## src/rtl/cnt1_pkg.sv

```systemverilog
// cnt1_var shared sizing constants, beat bundle and popcount-tree helpers.
// Tree helpers describe a granule stage followed by a pairwise adder tree.
package cnt1_pkg;

  localparam int MAX_VECTOR_WIDTH = 920;
  localparam int BUS_WIDTH        = 128;
  localparam int GRANULE_WIDTH    = 6;
  localparam int VEC_ID_WIDTH     = 16;
  localparam int CNT_WIDTH = $clog2(MAX_VECTOR_WIDTH + 1);
  localparam int LEN_WIDTH = $clog2(MAX_VECTOR_WIDTH + 1);
  localparam int SUM_WIDTH = $clog2(BUS_WIDTH + 1);

  function automatic int ceil_div(int a, int b);
    return (a + b - 1) / b;
  endfunction

  // node count of tree level k (level 0 = granule counts)
  function automatic int lvl_n(int ng, int k);
    int n;
    n = ng;
    for (int j = 0; j < k; j++) n = (n + 1) / 2;
    return n;
  endfunction

  // flat offset of level k inside the node array
  function automatic int lvl_off(int ng, int k);
    int o;
    o = 0;
    for (int j = 0; j < k; j++) o += lvl_n(ng, j);
    return o;
  endfunction

  function automatic int popcnt_delay(int width, int granule);
    return 1 + $clog2(ceil_div(width, granule));
  endfunction

  localparam int POP_DELAY = popcnt_delay(BUS_WIDTH, GRANULE_WIDTH);
  localparam int LAT       = POP_DELAY + 1;
  localparam int MAX_BEATS = ceil_div(MAX_VECTOR_WIDTH, BUS_WIDTH);
  localparam int IDX_WIDTH = $clog2(MAX_BEATS + 1);

  typedef struct packed {
    logic                    vld;
    logic                    first;
    logic                    last;
    logic                    ulast;
    logic [VEC_ID_WIDTH-1:0] id;
    logic [BUS_WIDTH-1:0]    vec;
  } beat_t;

endpackage

```

## src/rtl/bit_cntr.sv

```systemverilog
// Pipelined popcount: registered granule counts, then a registered adder tree.
// Ports: clk, rst, i_CntrEn (advance), i_Vector (in), o_Cnt (popcount out).
module bit_cntr
  import cnt1_pkg::*;
#(
  parameter int WIDTH   = 128,
  parameter int GRANULE = 6
) (
  input  logic                       clk,
  input  logic                       rst,
  input  logic                       i_CntrEn,
  input  logic [WIDTH-1:0]           i_Vector,
  output logic [$clog2(WIDTH+1)-1:0] o_Cnt
);

  localparam int SW    = $clog2(WIDTH + 1);
  localparam int NG    = ceil_div(WIDTH, GRANULE);
  localparam int DEPTH = popcnt_delay(WIDTH, GRANULE);
  localparam int NN    = lvl_off(NG, DEPTH);
  localparam int PW    = NG * GRANULE;

  logic [PW-1:0] pad;
  logic [SW-1:0] node [NN];

  assign pad   = PW'(i_Vector);
  assign o_Cnt = node[NN-1];

  function automatic logic [SW-1:0] gran_cnt(
    logic [GRANULE-1:0] g
  );
    logic [SW-1:0] c;
    c = '0;
    for (int b = 0; b < GRANULE; b++)
      c = c + SW'(g[b]);
    return c;
  endfunction

  always_ff @(posedge clk or posedge rst) begin
    if (rst) begin
      for (int i = 0; i < NN; i++)
        node[i] <= '0;
    end else if (i_CntrEn) begin
      for (int g = 0; g < NG; g++)
        node[g] <= gran_cnt(pad[g*GRANULE +: GRANULE]);
      for (int k = 1; k < DEPTH; k++) begin
        for (int i = 0; i < NG; i++) begin
          if (i < lvl_n(NG, k)) begin
            // odd node at the end of a level passes through alone
            node[lvl_off(NG, k) + i] <=
              node[lvl_off(NG, k-1) + 2*i] +
              ((2*i + 1 < lvl_n(NG, k-1)) ?
                node[lvl_off(NG, k-1) + 2*i + 1] : '0);
          end
        end
      end
    end
  end

endmodule

```

## src/rtl/cnt1_var.sv

```systemverilog
// Streaming variable-length popcount with beat pass-through and backpressure.
// Ports: cfg_VecWidth, up_* (in beat), dn_* (out beat, dn_Cnt/dn_CntNew).
module cnt1_var
  import cnt1_pkg::*;
(
  input  logic                    clk,
  input  logic                    rst,
  input  logic [LEN_WIDTH-1:0]    cfg_VecWidth,
  input  logic [BUS_WIDTH-1:0]    up_Vector,
  input  logic [VEC_ID_WIDTH-1:0] up_ID,
  input  logic                    up_Valid,
  input  logic                    up_Last,
  output logic                    up_Ready,
  output logic [BUS_WIDTH-1:0]    dn_SubVector,
  output logic [VEC_ID_WIDTH-1:0] dn_ID,
  output logic                    dn_Valid,
  output logic                    dn_Last,
  output logic [CNT_WIDTH-1:0]    dn_Cnt,
  output logic                    dn_CntNew,
  input  logic                    dn_Ready
);

  localparam int LS  = POP_DELAY - 1;
  localparam int LW1 = LEN_WIDTH + 1;

  logic                 en;
  logic                 take;
  logic [LEN_WIDTH-1:0] len_cfg;
  logic [LW1-1:0]       len_rnd;
  logic [IDX_WIDTH-1:0] nb_cfg;
  logic [LEN_WIDTH-1:0] tail_cfg;
  logic [IDX_WIDTH-1:0] idx;
  logic [IDX_WIDTH-1:0] nb_q;
  logic [LEN_WIDTH-1:0] tail_q;
  logic [IDX_WIDTH-1:0] cur_nb;
  logic [LEN_WIDTH-1:0] cur_tail;
  logic                 is_first;
  logic                 is_last;
  logic [BUS_WIDTH-1:0] masked;
  logic [SUM_WIDTH-1:0] sum;
  logic [CNT_WIDTH-1:0] acc;
  logic [CNT_WIDTH-1:0] nxt_acc;
  logic                 out_last;
  beat_t                inb;
  beat_t                pipe [POP_DELAY];

  assign en       = dn_Ready || !dn_Valid;
  assign up_Ready = en;
  assign take     = up_Valid && en;

  always_comb begin
    len_cfg = cfg_VecWidth;
    if (cfg_VecWidth == '0 ||
        cfg_VecWidth > LEN_WIDTH'(MAX_VECTOR_WIDTH))
      len_cfg = LEN_WIDTH'(MAX_VECTOR_WIDTH);
  end

  assign len_rnd  = {1'b0, len_cfg} + LW1'(BUS_WIDTH - 1);
  assign nb_cfg   = IDX_WIDTH'(len_rnd / LW1'(BUS_WIDTH));
  assign tail_cfg = len_cfg -
    LEN_WIDTH'(nb_cfg - 1'b1) * LEN_WIDTH'(BUS_WIDTH);

  // beat 0 uses the live cfg; later beats use the latched framing
  assign is_first = idx == '0;
  assign cur_nb   = is_first ? nb_cfg : nb_q;
  assign cur_tail = is_first ? tail_cfg : tail_q;
  assign is_last  = idx == cur_nb - 1'b1;

  always_comb begin
    masked = up_Vector;
    if (is_last) begin
      for (int b = 0; b < BUS_WIDTH; b++)
        if (b >= int'(cur_tail)) masked[b] = 1'b0;
    end
  end

  always_ff @(posedge clk or posedge rst) begin
    if (rst) begin
      idx    <= '0;
      nb_q   <= '0;
      tail_q <= '0;
    end else if (take) begin
      idx <= is_last ? '0 : idx + 1'b1;
      if (is_first) begin
        nb_q   <= nb_cfg;
        tail_q <= tail_cfg;
      end
    end
  end

  bit_cntr #(
    .WIDTH   (BUS_WIDTH),
    .GRANULE (GRANULE_WIDTH)
  ) u_pop (
    .clk      (clk),
    .rst      (rst),
    .i_CntrEn (en),
    .i_Vector (masked),
    .o_Cnt    (sum)
  );

  assign inb = '{
    vld:   up_Valid,
    first: is_first,
    last:  is_last,
    ulast: up_Last,
    id:    up_ID,
    vec:   up_Vector
  };

  always_ff @(posedge clk or posedge rst) begin
    if (rst) begin
      for (int i = 0; i < POP_DELAY; i++)
        pipe[i] <= '0;
    end else if (en) begin
      pipe[0] <= inb;
      for (int i = 1; i < POP_DELAY; i++)
        pipe[i] <= pipe[i-1];
    end
  end

  assign nxt_acc = pipe[LS].first ? CNT_WIDTH'(sum)
                                  : acc + CNT_WIDTH'(sum);

  always_ff @(posedge clk or posedge rst) begin
    if (rst) begin
      dn_Valid     <= 1'b0;
      dn_Last      <= 1'b0;
      out_last     <= 1'b0;
      dn_Cnt       <= '0;
      acc          <= '0;
      dn_SubVector <= '0;
      dn_ID        <= '0;
    end else if (en) begin
      dn_Valid     <= pipe[LS].vld;
      dn_Last      <= pipe[LS].ulast;
      out_last     <= pipe[LS].last;
      dn_SubVector <= pipe[LS].vec;
      dn_ID        <= pipe[LS].id;
      if (pipe[LS].vld) begin
        acc <= nxt_acc;
        if (pipe[LS].last) dn_Cnt <= nxt_acc;
      end
    end
  end

  assign dn_CntNew = dn_Valid && out_last;

endmodule

```

## config.mk

```make
export PLATFORM = sky130hd
export DESIGN_NAME = cnt1_var
export DESIGN_NICKNAME = d
export VERILOG_FILES = /design/src/rtl/cnt1_pkg.sv /design/src/rtl/bit_cntr.sv /design/src/rtl/cnt1_var.sv
export SDC_FILE = /design/constraint.sdc
export NUM_CORES = 2
export LEC_CHECK = 0
export ABC_CLOCK_PERIOD_IN_PS = 131900
export CELL_PAD_IN_SITES_DETAIL_PLACEMENT = 0
export CELL_PAD_IN_SITES_GLOBAL_PLACEMENT = 1
export CORE_MARGIN = 5
export CORE_UTILIZATION = 53
export DETAILED_ROUTE_END_ITERATION = 6
export DONT_BUFFER_PORTS = 1
export PLACE_DENSITY_LB_ADDON = 0.08
export SETUP_SLACK_MARGIN = 0.2
export SYNTH_ARGS = -nofsm -noshare
export SYNTH_HDL_FRONTEND = slang
export SYNTH_SLANG_ARGS = --single-unit
```

## constraint.sdc

```tcl
create_clock -name clk -period 131.9 [get_ports clk]
set_clock_uncertainty 0.15 [all_clocks]
set_input_delay 19.785 -clock clk [delete_from_list [all_inputs] [get_ports clk]]
set_output_delay 19.785 -clock clk [all_outputs]
set_load 0.01 [all_outputs]
```

==> flow_summary.json <==
{
  "die-area_mm2": 0.108,
  "cp_cell_sequence": "nor2b_4 -> buf_4 -> inv_8",
  "seq_area_frac_synth_pct": 58.3,
  "clk_path_buf_depth": 3,
  "fin_area_mm2": 0.0594,
  "cp_num_buf_inv": 2,
  "yosys_warnings": 0,
  "post_cts_hold_buffer_count": 0,
  "clkTransAtPathRegs_ns": 0.06,
  "routed_wl_mm": 135,
  "p_per_area_mw_per_mm2": 25.4,
  "cts_tree": "done",
  "path_depth": 3,
  "cts_root_buf": "clkbuf_16",
  "cts_setup_buffers": 0,
  "crit_path_top_delay_cell": "buf_4",
  "drcViolationCount": 0,
  "post_cts_resized": 0,
  "overflow": 0,
  "htreeDepth": 4,
  "dp_hpwl_mm": 91.4,
  "async_flop_share_pct": 100,
  "worstMarginPinSlew_ns": 1.16,
  "required_ns": 111.97,
  "ir_drop_mv": 0.0162,
  "cts_buffers": 137,
  "final_common_cell": "nand2_1",
  "critical-path-top-delay-family": "buffers and inverters",
  "vias_per_cell": 5.11,
  "placed_area_mm2": 0.0546,
  "ys_ff_latch": 1250,
  "synth_ff_type": "dfrtp_1",
  "wl_per_cell_um": 18.0,
  "grt_pass1_wl_mm": 212,
  "antenna_left": 0,
  "drt_first_pass_iters": 6,
  "worstPathArrival_ns": 20.77,
  "area_delta_synth_final_pct": 10.8,
  "worst_setup_path_end_kind": "output port",
  "hold_depth": 2,
  "grt_usage_pct": 25.2,
  "die_w_um": 328,
  "fin_tns_setup_ns": 0,
  "drive_above_1_share_pct": 4.71,
  "total_power_uw": 1510,
  "cts.sinks": 1250,
  "drv_cap": 0,
  "max_freq_mhz": 24.6,
  "hold_violations": 0,
  "synth_cell_types": 67,
  "drt-initial-drc-count": 3319,
  "io_buffers": 0,
  "num_io_pins": 317,
  "cp-start-kind": "input port",
  "rsz0062_at_grt": "false",
  "p_leak_uw": 0.0314,
  "routabilityCongestion": 0.920,
  "num_vias": 38272,
  "grt_pass1_vias": 36701,
  "slew_headroom_pct": 22.4,
  "num_rows": 116,
  "final_cell_mix": "nand2_1, dfrtp_1, inv_1",
  "finalSetupViolations": 0,
  "syn_inst": 6104,
  "synth_edf_count": 0,
  "period_needed_ns": 40.70,
  "grt_antenna_before_repair": 44,
  "fin_crit_sh_pct": 30.9,
  "status": "complete, no violations",
  "nets": 6323,
  "core_mm2": 0.100,
  "synth_fp_nets": 6461,
  "worst-r2r-cell-count": 19,
  "crit_fanout": 79,
  "grt_max_degree": 246,
  "insertion_delay_ns": 0.73,
  "netlist_area_mm2": 0.0537,
  "die_y_um": 328,
  "hold_class": "reg -> reg",
  "crit_type": "in -> out",
  "syn_avg_cell_area_um2": 8.79,
  "initial_core_util_pct": 53.5,
  "cp_slowest_stage_delay_ns": 0.50,
  "maxSlewViolCount": 0
}
==> power breakdown <==
group | leakage [uW] | internal [uW] | total [uW] | switching [uW]
sequential | 0.0154 | 554 | 665 | 111
combinational | 0.0137 | 159 | 448 | 289
clock | 0.00232 | 240 | 395 | 154
==> synthesized netlist by cell type (all sizes together) (3+ instances only) <==
cell       n  area share [%]
o41ai      8            0.14
or3        5           0.058
mux2i      6            0.11
o22ai      3           0.035
nand3     14            0.15
xor2      34            0.56
o21ai    138             1.3
a31oi     23            0.27
ha       112             2.6
o31a      20            0.33
clkbuf   288             2.0
and3       7           0.082
dfrtp   1250              58
buf       35            0.31
mux2       3           0.063
o21bai     4           0.056
nor2b     15            0.17
a21o      27            0.38
a211oi     5           0.079
o31ai     19            0.29
nor4       8            0.10
nand2   3371              24
o211ai     5           0.089
xnor2     12            0.20
a21boi    26            0.36
o21a      23            0.32
o41a      10            0.21
a21oi    164             1.5
and2      12            0.14
inv      175             1.2
nor2     140            0.98
nor3      23            0.21
fa        86             3.2
nand2b     6           0.070
==> final timing paths <==
kind,slack (ns),endpoint,start
worst max-delay path,91.20,up_Ready,dn_Ready
worst max register to register,125.35,u_pop.node[353],idx[0]
max in group asynchronous,108.95,dn_SubVector[62],rst
worst min register to register,0.31,pipe[81],pipe[229]
worst min-delay path,0.31,pipe[81],pipe[229]
min in group asynchronous,18.89,pipe[39],rst
==> through the flow <==
| stage | cells | util (%) | hold WS, ns | setup slack (ns) |
|---|---|---|---|---|
| final | 7487 | 59.3 | 0.312 | 91.20 |
| after global routing | 7437 | 59.1 | 0.324 | 91.09 |
| after CTS | 7426 | 59.1 | 0.311 | 91.21 |
| after detailed placement | 7184 | 54.4 | 0.305 | 91.21 |
| after global placement | 7184 | 54.4 | 0.298 | 91.20 |
| after floorplan | 6104 | - | 0.281 | 76.74 |
==> worst register-to-register path: stages (launching register included) <==
cell      delay, ns
dfrtp_1        0.43
inv_1          0.10
ha_1           0.15
or3b_1         0.79
and2_1         0.39
a21oi_1        0.17
ha_1           0.19
xor2_1         0.25
o211ai_1       0.18
o211ai_2       0.17
nand3_4        0.72
o41a_1         0.76
ha_1           0.28
inv_1          0.05
fa_1           0.53
inv_1          0.06
fa_1           0.43
fa_1           0.43
nand2_1        0.07
o21ai_0        0.11
==> cells by family (layout without fill, tap and decap cells) <==
logic type | after synthesis | count (layout) | synth area share (%)
compound gates | 493 | 493 | 5.69
other cells | 0 | 61 | 0
simple gates | 3610 | 3610 | 25.7
buf+inv | 498 | 463 | 3.55
flops | 1250 | 1250 | 58.3
mux | 9 | 9 | 0.175
xor+xnor | 46 | 46 | 0.751
fa+ha+maj | 198 | 198 | 5.82
==> registers in the layout, indices dropped and copies added (netlist names) <==
| signal | cells |
|---|---|
| dn_Last | 1 |
| dn_SubVector | 128 |
| tail_q | 10 |
| dn_Valid | 1 |
| u_pop.o_Cnt | 8 |
| idx | 4 |
| dn_Cnt | 10 |
| dn_ID | 16 |
| acc | 10 |
| pipe | 888 |
| out_last | 1 |
| nb_q | 4 |
| u_pop.node | 169 |
==> final cells by class <==
| class | count | area, um^2 |
|---|---|---|
| multi-input combinational | 4356 | 20500 |
| clock inverter | 40 | 532 |
| sequential | 1250 | 31300 |
| timing repair buffer | 46 | 433 |
| fill | 9158 | 40900 |
| tap | 1357 | 1700 |
| antenna | 61 | 153 |
| clock buffer | 202 | 4170 |
| inverter | 175 | 672 |
==> routing by layer <==
metal	wire length, um	track usage (%)	up-vias
met4	3490	7.63	16
met2	57900	36.3	792
met3	14100	10.9	202
li1	-	-	18796
met5	130	0	-
met1	59100	35.0	18466
Note: power is estimated with default switching activity, not from simulation.
